[src/rtl/bcd_conv_arbiter.sv]
// Round-robin arbiter sharing one binary-to-BCD converter among NUM_REQ requesters.
// Optional macro BCD_ARB_TIMEOUT_EN adds a WAIT-state watchdog that resets the converter.
module bcd_conv_arbiter #(
  parameter int NUM_REQ    = 4,
  parameter int BIN_WIDTH  = 8,
  parameter int DEC_DIGITS = 3,
  parameter int TIMEOUT    = 255
) (
  input  logic                            Clk,
  input  logic                            Rst_n,
  input  logic [NUM_REQ-1:0]              Req,
  input  logic [NUM_REQ*BIN_WIDTH-1:0]    ReqData,
  output logic [NUM_REQ-1:0]              Grant,
  output logic [NUM_REQ-1:0]              RespValid,
  output logic [DEC_DIGITS*4-1:0]         RespBCD,
  output logic                            RespErr,
  output logic [BIN_WIDTH-1:0]            ConvDataBin,
  output logic                            ConvStart,
  input  logic [DEC_DIGITS*4-1:0]         ConvDataBCD,
  input  logic                            ConvDone,
  output logic                            ConvRst_n
);

  localparam int PW = (NUM_REQ > 1) ? $clog2(NUM_REQ) : 1;
  localparam logic [1:0] S_IDLE = 2'd0;
  localparam logic [1:0] S_WAIT = 2'd1;
  localparam logic [1:0] S_RESP = 2'd2;

  function automatic logic [NUM_REQ-1:0] one_hot(input logic [PW-1:0] idx);
    one_hot = {{(NUM_REQ-1){1'b0}}, 1'b1} << idx;
  endfunction

  logic [1:0]              state_q, state_d;
  logic [PW-1:0]           ptr_q, ptr_d;
  logic [PW-1:0]           win_q, win_d;
  logic [NUM_REQ-1:0]      grant_q, grant_d;
  logic [NUM_REQ-1:0]      resp_valid_q, resp_valid_d;
  logic [DEC_DIGITS*4-1:0] resp_bcd_q, resp_bcd_d;
  logic [BIN_WIDTH-1:0]    conv_data_q, conv_data_d;
  logic                    conv_start_q, conv_start_d;
  logic [PW-1:0]           sel_idx_s;
  logic                    any_req_s;
`ifdef BCD_ARB_TIMEOUT_EN
  localparam int CW = $clog2(TIMEOUT + 1);
  logic [CW-1:0]           cnt_q, cnt_d;
  logic                    resp_err_q, resp_err_d;
  logic                    conv_rst_n_q, conv_rst_n_d;
`endif

  // Round-robin pick: scan downward so the lowest offset from ptr wins last.
  always_comb begin
    any_req_s = |Req;
    sel_idx_s = {PW{1'b0}};
    for (int i = NUM_REQ - 1; i >= 0; i--) begin
      sel_idx_s = Req[(int'(ptr_q) + i) % NUM_REQ] ? PW'((int'(ptr_q) + i) % NUM_REQ) : sel_idx_s;
    end
  end

  // Next-state and registered-output logic of the IDLE/WAIT/RESP controller.
  always_comb begin
    state_d      = state_q;
    ptr_d        = ptr_q;
    win_d        = win_q;
    grant_d      = grant_q;
    resp_valid_d = resp_valid_q;
    resp_bcd_d   = resp_bcd_q;
    conv_data_d  = conv_data_q;
    conv_start_d = conv_start_q;
`ifdef BCD_ARB_TIMEOUT_EN
    cnt_d        = cnt_q;
    resp_err_d   = resp_err_q;
    conv_rst_n_d = 1'b1;
`endif
    case (state_q)
      S_IDLE: begin
        if (any_req_s) begin
          state_d      = S_WAIT;
          win_d        = sel_idx_s;
          grant_d      = one_hot(sel_idx_s);
          conv_data_d  = ReqData[sel_idx_s*BIN_WIDTH +: BIN_WIDTH];
          conv_start_d = 1'b1;
`ifdef BCD_ARB_TIMEOUT_EN
          cnt_d        = {CW{1'b0}};
`endif
        end else begin
          grant_d      = {NUM_REQ{1'b0}};
          conv_start_d = 1'b0;
        end
      end
      S_WAIT: begin
        grant_d      = {NUM_REQ{1'b0}};
        conv_start_d = 1'b0;
        if (ConvDone) begin
          resp_bcd_d   = ConvDataBCD;
          resp_valid_d = one_hot(win_q);
          state_d      = S_RESP;
`ifdef BCD_ARB_TIMEOUT_EN
          resp_err_d   = 1'b0;
        end else if (cnt_q == CW'(TIMEOUT - 1)) begin
          // Watchdog expiry: answer with an error and kick the converter.
          resp_bcd_d   = {(DEC_DIGITS*4){1'b0}};
          resp_valid_d = one_hot(win_q);
          resp_err_d   = 1'b1;
          conv_rst_n_d = 1'b0;
          state_d      = S_RESP;
        end else begin
          cnt_d        = cnt_q + CW'(1);
        end
`else
        end else begin
          state_d      = S_WAIT;
        end
`endif
      end
      S_RESP: begin
        resp_valid_d = {NUM_REQ{1'b0}};
        ptr_d        = (win_q == PW'(NUM_REQ - 1)) ? {PW{1'b0}} : win_q + PW'(1);
        state_d      = S_IDLE;
      end
      default: begin
        state_d = S_IDLE;
      end
    endcase
  end

  // State and output registers.
  always_ff @(posedge Clk or negedge Rst_n) begin
    if (!Rst_n) begin
      state_q      <= S_IDLE;
      ptr_q        <= {PW{1'b0}};
      win_q        <= {PW{1'b0}};
      grant_q      <= {NUM_REQ{1'b0}};
      resp_valid_q <= {NUM_REQ{1'b0}};
      resp_bcd_q   <= {(DEC_DIGITS*4){1'b0}};
      conv_data_q  <= {BIN_WIDTH{1'b0}};
      conv_start_q <= 1'b0;
`ifdef BCD_ARB_TIMEOUT_EN
      cnt_q        <= {CW{1'b0}};
      resp_err_q   <= 1'b0;
      conv_rst_n_q <= 1'b1;
`endif
    end else begin
      state_q      <= state_d;
      ptr_q        <= ptr_d;
      win_q        <= win_d;
      grant_q      <= grant_d;
      resp_valid_q <= resp_valid_d;
      resp_bcd_q   <= resp_bcd_d;
      conv_data_q  <= conv_data_d;
      conv_start_q <= conv_start_d;
`ifdef BCD_ARB_TIMEOUT_EN
      cnt_q        <= cnt_d;
      resp_err_q   <= resp_err_d;
      conv_rst_n_q <= conv_rst_n_d;
`endif
    end
  end

  assign Grant       = grant_q;
  assign RespValid   = resp_valid_q;
  assign RespBCD     = resp_bcd_q;
  assign ConvDataBin = conv_data_q;
  assign ConvStart   = conv_start_q;
`ifdef BCD_ARB_TIMEOUT_EN
  assign RespErr     = resp_err_q;
  assign ConvRst_n   = conv_rst_n_q;
`else
  assign RespErr     = 1'b0;
  assign ConvRst_n   = 1'b1;
`endif

endmodule
[config.mk]
export PLATFORM = sky130hd
export DESIGN_NAME = bcd_conv_arbiter
export DESIGN_NICKNAME = d
export VERILOG_FILES = /design/src/rtl/bcd_conv_arbiter.sv
export SDC_FILE = /design/constraint.sdc
export NUM_CORES = 1
export LEC_CHECK = 0
export CAP_MARGIN = 20
export CORE_AREA = 2 2 73 75
export DETAILED_ROUTE_END_ITERATION = 10
export DIE_AREA = 0 0 75 77
export PLACE_DENSITY = 0.8
export SLEW_MARGIN = 20
export SYNTH_ARGS = -nofsm -noshare
export SYNTH_HDL_FRONTEND = slang
export SYNTH_SLANG_ARGS = --single-unit
export TNS_END_PERCENT = 20
[constraint.sdc]
create_clock -name Clk -period 1.7 [get_ports Clk]
set_input_delay 0.34 -clock Clk [delete_from_list [all_inputs] [get_ports Clk]]
set_output_delay 0.34 -clock Clk [all_outputs]
set_load 0.05 [all_outputs]
==> impl_metrics.env, run 1 <==
export IMPL_status="finished, violations left"
export IMPL_violations="setup timing"
export IMPL_p_leak_nw=1.34
export IMPL_synthFlopType="dfrtp_1"
export IMPL_relSlewSlack=0.511
export IMPL_grt_busiest_layer="met2"
export IMPL_rsz0062_at_grt="true"
export IMPL_drt_iter0_markers=80
export IMPL_worstMarginPinSlew_ns=0.733
export IMPL_rr_worst_depth=7
export IMPL_yosysSeqAreaShare=0.488
export IMPL_die_w_um=75
export IMPL_p_int_mw=3.06
export IMPL_core_sq_um=4980
export IMPL_synthCells=156
export IMPL_cts_buffer_depth=2
export IMPL_cap_viol_max_count=0
export IMPL_dr_pass1_iters=4
export IMPL_path_cells="mux2i_2 -> or2_4 -> buf_4 -> nand3_2 -> buf_6 -> mux2i_1 -> a211oi_1"
export IMPL_critical_path_slowest_cell="dfrtp_1"
export IMPL_endpoint_kind="register"
export IMPL_wl_per_cell_um=14.8
export IMPL_mostFrequentLayoutCell="buf_4"
export IMPL_synth_top_cells_by_area="dfrtp_1 49%, mux2_2 9.4%, a22o_1 4.4%, a221o_1 2.8%, ha_1 2.8%"
export IMPL_place_ws_ns=-0.509
export IMPL_track_usage=0.176
export IMPL_p_seq_frac=0.263
export IMPL_vias=1647
export IMPL_synth_edf_count=0
export IMPL_final_antenna_net_count=0
export IMPL_synth_top_area_share=0.488
export IMPL_fin_nets=310
export IMPL_grtUsageMet3=0.0670
export IMPL_cp_arrival_ns=1.91
export IMPL_cp_slowest_stage_delay_ns=0.43
export IMPL_yosysUniqueCellTypes=36
export IMPL_synth_largest_area_cell="dfrtp_1"
export IMPL_n_fill_cell=432
export IMPL_syn_nets=211
export IMPL_swShare=0.465
export IMPL_critPathLaunchType="register"
export IMPL_cp_data_required_time_ns=1.89
export IMPL_finalSetupViolCount=8
export IMPL_clock_power_share=0.132
export IMPL_antenna_found_initial=0
export IMPL_fin_crit_sh=1.01
export IMPL_cts_tree="done"
export IMPL_antenna_cells=0
export IMPL_power_density_nw_per_um2=1950
export IMPL_via_per_inst=5.05
export IMPL_drc=0
export IMPL_grt_pass1_vias=1680
export IMPL_final_cell_mix="46 x buf_4, 45 x clkdlybuf4s50_1, 35 x dfrtp_1, 13 x mux2_2, 10 x nand2_1"
export IMPL_drive_gt1_frac=0.375
export IMPL_ys_ff_latch=35
export IMPL_max_freq_ghz=0.581
export IMPL_power_switching_mw=2.66
export IMPL_grt_overflow=0
export IMPL_cts_buffers=5
export IMPL_grt_max_degree=36
export IMPL_gp_congestion=0.870
export IMPL_dieHeight_um=77
export IMPL_grt_util_met1=0.212
export IMPL_initial_core_util=0.360
export IMPL_port_buffers=79
export IMPL_ir_drop_v=0.000779
export IMPL_clkTransAtPathRegs_ns=0.07
export IMPL_drv_slew=0
export IMPL_combPwrFrac=0.605
export IMPL_layout_cells_non_filler=326
export IMPL_finish_utilization=0.589
export IMPL_dp_hpwl_um=3460
export IMPL_grt_use_met2=0.286
export IMPL_clk_latency_ns=0.28
export IMPL_fin_worst_skew_ns=0.00846
export IMPL_netlist_area_sq_um=1790
export IMPL_grt_pass1_wl_um=7750
export IMPL_finalHoldViolCount=0
export IMPL_holdBufCountCts=0
export IMPL_min_path_type="primary input to asynchronous set/reset pin"
export IMPL_h_tree_depth=2
export IMPL_ys_async_sr_fraction=1.00
export IMPL_min_period_ns=1.72
export IMPL_root_buffer="clkbuf_8"
export IMPL_syn2layout_area_growth_pct=63.3
export IMPL_finalWirelength_um=4810
export IMPL_critical_path_class="register to register"
export IMPL_rows=26
export IMPL_fin_ws_ns=-0.0212
export IMPL_dp_cells=315
export IMPL_cp_max_fo=4
export IMPL_synth_avg_cell_area_sq_um=11.5
export IMPL_ios=82
export IMPL_ys_warn_count=0
export IMPL_dieArea_sq_um=5780
export IMPL_p_total_mw=5.72
export IMPL_cts_sinks=35
==> layer usage <==
layer,vias to the layer above,part of all wire
met5,-,0
met4,0,0.017
met3,8,0.068
met2,81,0.51
met1,784,0.40
li1,774,-
==> path summary, 6_finish.rpt <==
kind	startpoint	endpoint	slack, ns
worst max register to register	ptr_q[1]	ConvDataBin[7]	-0.02
worst min-delay path	Rst_n	ptr_q[1]	0.12
max in group asynchronous	Rst_n	RespBCD[2]	1.11
worst max-delay path	ptr_q[1]	ConvDataBin[7]	-0.02
min in group Clk	ConvStart	ConvStart	0.50
worst min register to register	ConvStart	ConvStart	0.50
==> synth_stat cells, types with 2 or more instances <==
library cell	instances
nor2_1	7
nand2_1	10
and4_1	3
nand2b_1	3
nor2b_1	2
o31ai_1	6
o21ai_0	3
mux2_2	15
buf_4	3
buf_6	2
a211oi_1	6
mux2_4	3
buf_2	2
dfrtp_1	35
mux2i_1	4
a22o_1	9
conb_1	2
nor3_1	2
a21oi_1	8
inv_1	4
a221o_1	5
ha_1	4
nand4_1	5
==> metrics by stage <==
step	hold slack (ns)	area, sq um	TNS [ns]
after global routing	0.168	2930	-0.739
after floorplan	0.0444	1800	-0.256
after CTS	0.142	2870	-0.0958
after detailed placement	0.453	2690	-5.53
final	0.123	2930	-0.105
after global placement	0.442	2690	-4.74
==> critical path: cells and delay by family, from the launching register on <==
| kind | cells | cell delay (ns) |
|---|---|---|
| buffers and inverters | 2 | 0.28 |
| and+or+nand+nor | 2 | 0.30 |
| AOI/OAI and AO/OA | 1 | 0.24 |
| muxes | 2 | 0.38 |
| DFF | 1 | 0.43 |
==> power by group through the flow <==
| stage | clock network (mW) | logic (mW) | registers (mW) |
|---|---|---|---|
| finish | 0.753 | 3.46 | 1.51 |
| global route | 0.821 | 3.66 | 1.57 |
| global placement | 0 | 3.23 | 1.50 |
| CTS | 0.778 | 3.37 | 1.50 |
| detailed placement | 0 | 3.28 | 1.51 |
| floorplan | 0 | 1.07 | 2.61 |
==> registers in the layout (all words and copies together) (netlist names) <==
signal and flops:
ptr_q 2, RespValid 4, Grant 4, state_q 2, win_q 2, ConvStart 1, ConvDataBin 8, RespBCD 12
==> layout make-up <==
| class | count | area (sq um) | share of cell area |
|---|---|---|---|
| multi-input cells | 109 | 941 | 0.321 |
| repair buffers | 100 | 893 | 0.305 |
| well taps | 70 | 87.6 | 0.0299 |
| clock inverters | 2 | 35.0 | 0.0120 |
| inverters | 4 | 15.0 | 0.00512 |
| clock buffers | 6 | 82.6 | 0.0282 |
| flip-flops and latches | 35 | 876 | 0.299 |
==> cell families after synthesis <==
family                   Yosys count  share of synthesized area
flip-flops                        35                      0.488
buffers and inverters             13                     0.0432
AND/OR/NAND/NOR                   38                      0.120
adder cells (fa/ha/maj)            4                     0.0279
multiplexers                      22                      0.142
AO/OA/AOI/OAI                     42                      0.175
other                              2                    0.00419
==> what timing repair did <==
item / CTS / global route
cloned: 1 / 0
setup endpoints to repair: 10 / 9
resized for setup: 11 / 14
buffers inserted: 2 / 0
pin swaps: 7 / 6
Power figures use the tool's default switching activity.
==> run 2, diff against run 1 <==
--- a/config.mk
+++ b/config.mk
@@ -9,7 +9,7 @@
 export CORE_AREA = 2 2 73 75
 export DETAILED_ROUTE_END_ITERATION = 10
 export DIE_AREA = 0 0 75 77
-export PLACE_DENSITY = 0.8
+export PLACE_DENSITY = 0.85
 export SLEW_MARGIN = 20
 export SYNTH_ARGS = -nofsm -noshare
 export SYNTH_HDL_FRONTEND = slang
==> impl_metrics.env, run 2 (synthesis results as in run 1) <==
export IMPL_status="finished, violations left"
export IMPL_violations="setup timing"
export IMPL_grtUsageMet3=0.0618
export IMPL_syn2layout_area_growth_pct=62.3
export IMPL_path_cells="mux2i_1 -> or2_4 -> nand3_4 -> mux2_4 -> a221o_1"
export IMPL_fin_worst_skew_ns=0.00608
export IMPL_finalHoldViolCount=0
export IMPL_cp_data_required_time_ns=1.86
export IMPL_antenna_found_initial=0
export IMPL_fin_ws_ns=-0.0216
export IMPL_finalSetupViolCount=5
export IMPL_h_tree_depth=2
export IMPL_max_freq_ghz=0.581
export IMPL_cts_tree="done"
export IMPL_finalWirelength_um=4730
export IMPL_largest_reg_flops=12
export IMPL_drc=0
export IMPL_dp_hpwl_um=3500
export IMPL_die_w_um=75
export IMPL_grt_util_met1=0.227
export IMPL_min_period_ns=1.72
export IMPL_cp_arrival_ns=1.89
export IMPL_p_leak_nw=1.34
export IMPL_port_buffers=79
export IMPL_initial_core_util=0.360
export IMPL_grt_overflow=0
export IMPL_gp_congestion=0.793
export IMPL_vias=1690
export IMPL_track_usage=0.175
export IMPL_grt_pass1_vias=1667
export IMPL_cts_buffers=5
export IMPL_final_antenna_net_count=0
export IMPL_cp_max_fo=5
export IMPL_core_sq_um=4980
export IMPL_cap_viol_max_count=0
export IMPL_grt_max_degree=36
export IMPL_fin_crit_sh=1.01
export IMPL_rsz0062_at_grt="true"
export IMPL_critPathLaunchType="register"
export IMPL_grt_busiest_layer="met2"
export IMPL_dr_pass1_iters=4
export IMPL_cts_buffer_depth=2
export IMPL_clk_latency_ns=0.28
export IMPL_drt_iter0_markers=59
export IMPL_min_path_type="primary input to asynchronous set/reset pin"
export IMPL_drive_gt1_frac=0.365
export IMPL_cp_slowest_stage_delay_ns=0.44
export IMPL_rows=26
export IMPL_grt_use_met2=0.268
export IMPL_mostFrequentLayoutCell="buf_4"
export IMPL_dieHeight_um=77
export IMPL_critical_path_slowest_cell="dfrtp_1"
export IMPL_fin_nets=314
export IMPL_via_per_inst=5.12
export IMPL_critical_path_class="register to register"
export IMPL_power_density_nw_per_um2=1950
export IMPL_rr_worst_depth=5
export IMPL_holdBufCountCts=0
export IMPL_grt_pass1_wl_um=7870
export IMPL_drv_slew=0
export IMPL_wl_per_cell_um=14.3
export IMPL_finish_utilization=0.585
export IMPL_ir_drop_v=0.000909
export IMPL_final_area_sq_um=2910
export IMPL_ios=82
export IMPL_final_cell_mix="52 x buf_4, 45 x clkdlybuf4s50_1, 35 x dfrtp_1, 13 x mux2_2"
export IMPL_antenna_cells=0
export IMPL_clkTransAtPathRegs_ns=0.07
export IMPL_root_buffer="clkbuf_8"
export IMPL_place_area_sq_um=2720
export IMPL_dieArea_sq_um=5780
export IMPL_endpoint_kind="register"
export IMPL_cts_sinks=35
run 2: cell types whose count changed in the layout (fill, tap and decap cells not counted), sizes merged:
cell	before	now
clkinv	1	2
dlygate4sd2	3	4
buf	51	55
clkbuf	6	5
dlymetal6s2s	1	0
run 2: area by class of cell:
type,count,area (sq um)
Clock buffer,5,68.8
Clock inverter,3,43.8
Fill cell,435,2060
Inverter,4,15.0
Multi-Input combinational cell,109,910
Sequential cell,35,876
Tap cell,70,87.6
Timing Repair Buffer,104,912
run 2: report_power, final:
| group | total [mW] | internal (mW) | switching (mW) |
|---|---|---|---|
| Clock | 0.739 | 0.436 | 0.303 |
| Combinational | 3.42 | 1.36 | 2.07 |
| Sequential | 1.51 | 1.23 | 0.282 |
| Total | 5.68 | 3.03 | 2.65 |
run 2: metal layers:
| layer | part of all wire | wire length [um] |
|---|---|---|
| met3 | 0.092 | 437 |
| met2 | 0.48 | 2280 |
| met1 | 0.40 | 1890 |
| met4 | 0.026 | 123 |
| met5 | 0 | 0 |
run 2: path summary, 6_finish.rpt:
check | from | endpoint | slack (ns)
worst max-delay path | ptr_q[1] | ConvDataBin[1] | -0.02
worst min-delay path | Rst_n | ptr_q[1] | 0.07
worst max register to register | ptr_q[1] | ConvDataBin[1] | -0.02
worst min register to register | ConvStart | ConvStart | 0.49
max in group asynchronous | Rst_n | Grant[1] | 1.31
min in group Clk | ConvStart | ConvStart | 0.49
run 2: stage by stage:
step                      setup TNS (ns)  total power, mW  worst slack, ns  hold slack (ns)  instances
after floorplan                   -0.256             3.68          -0.0852           0.0444        156
after detailed placement           -4.90             4.84           -0.492            0.402        319
after CTS                        -0.0535             5.68          -0.0180           0.0900        330
after global placement             -4.41             4.76           -0.445            0.395        319
final                            -0.0672             5.68          -0.0216           0.0733        330
after global routing              -0.623             6.01          -0.0895            0.118        330
run 2: worst max-delay path, delay by kind of cell, from the launching register on:
kind | cells | cell delay (ns)
compound gates | 1 | 0.29
flops | 1 | 0.44
mux | 2 | 0.57
simple gates | 2 | 0.30
run 2: timing repair:
action,in CTS,in global routing
setup endpoints to repair,8,9
resized for setup,12,5
buffers inserted,2,0
pin swaps,5,5
gates cloned,1,0
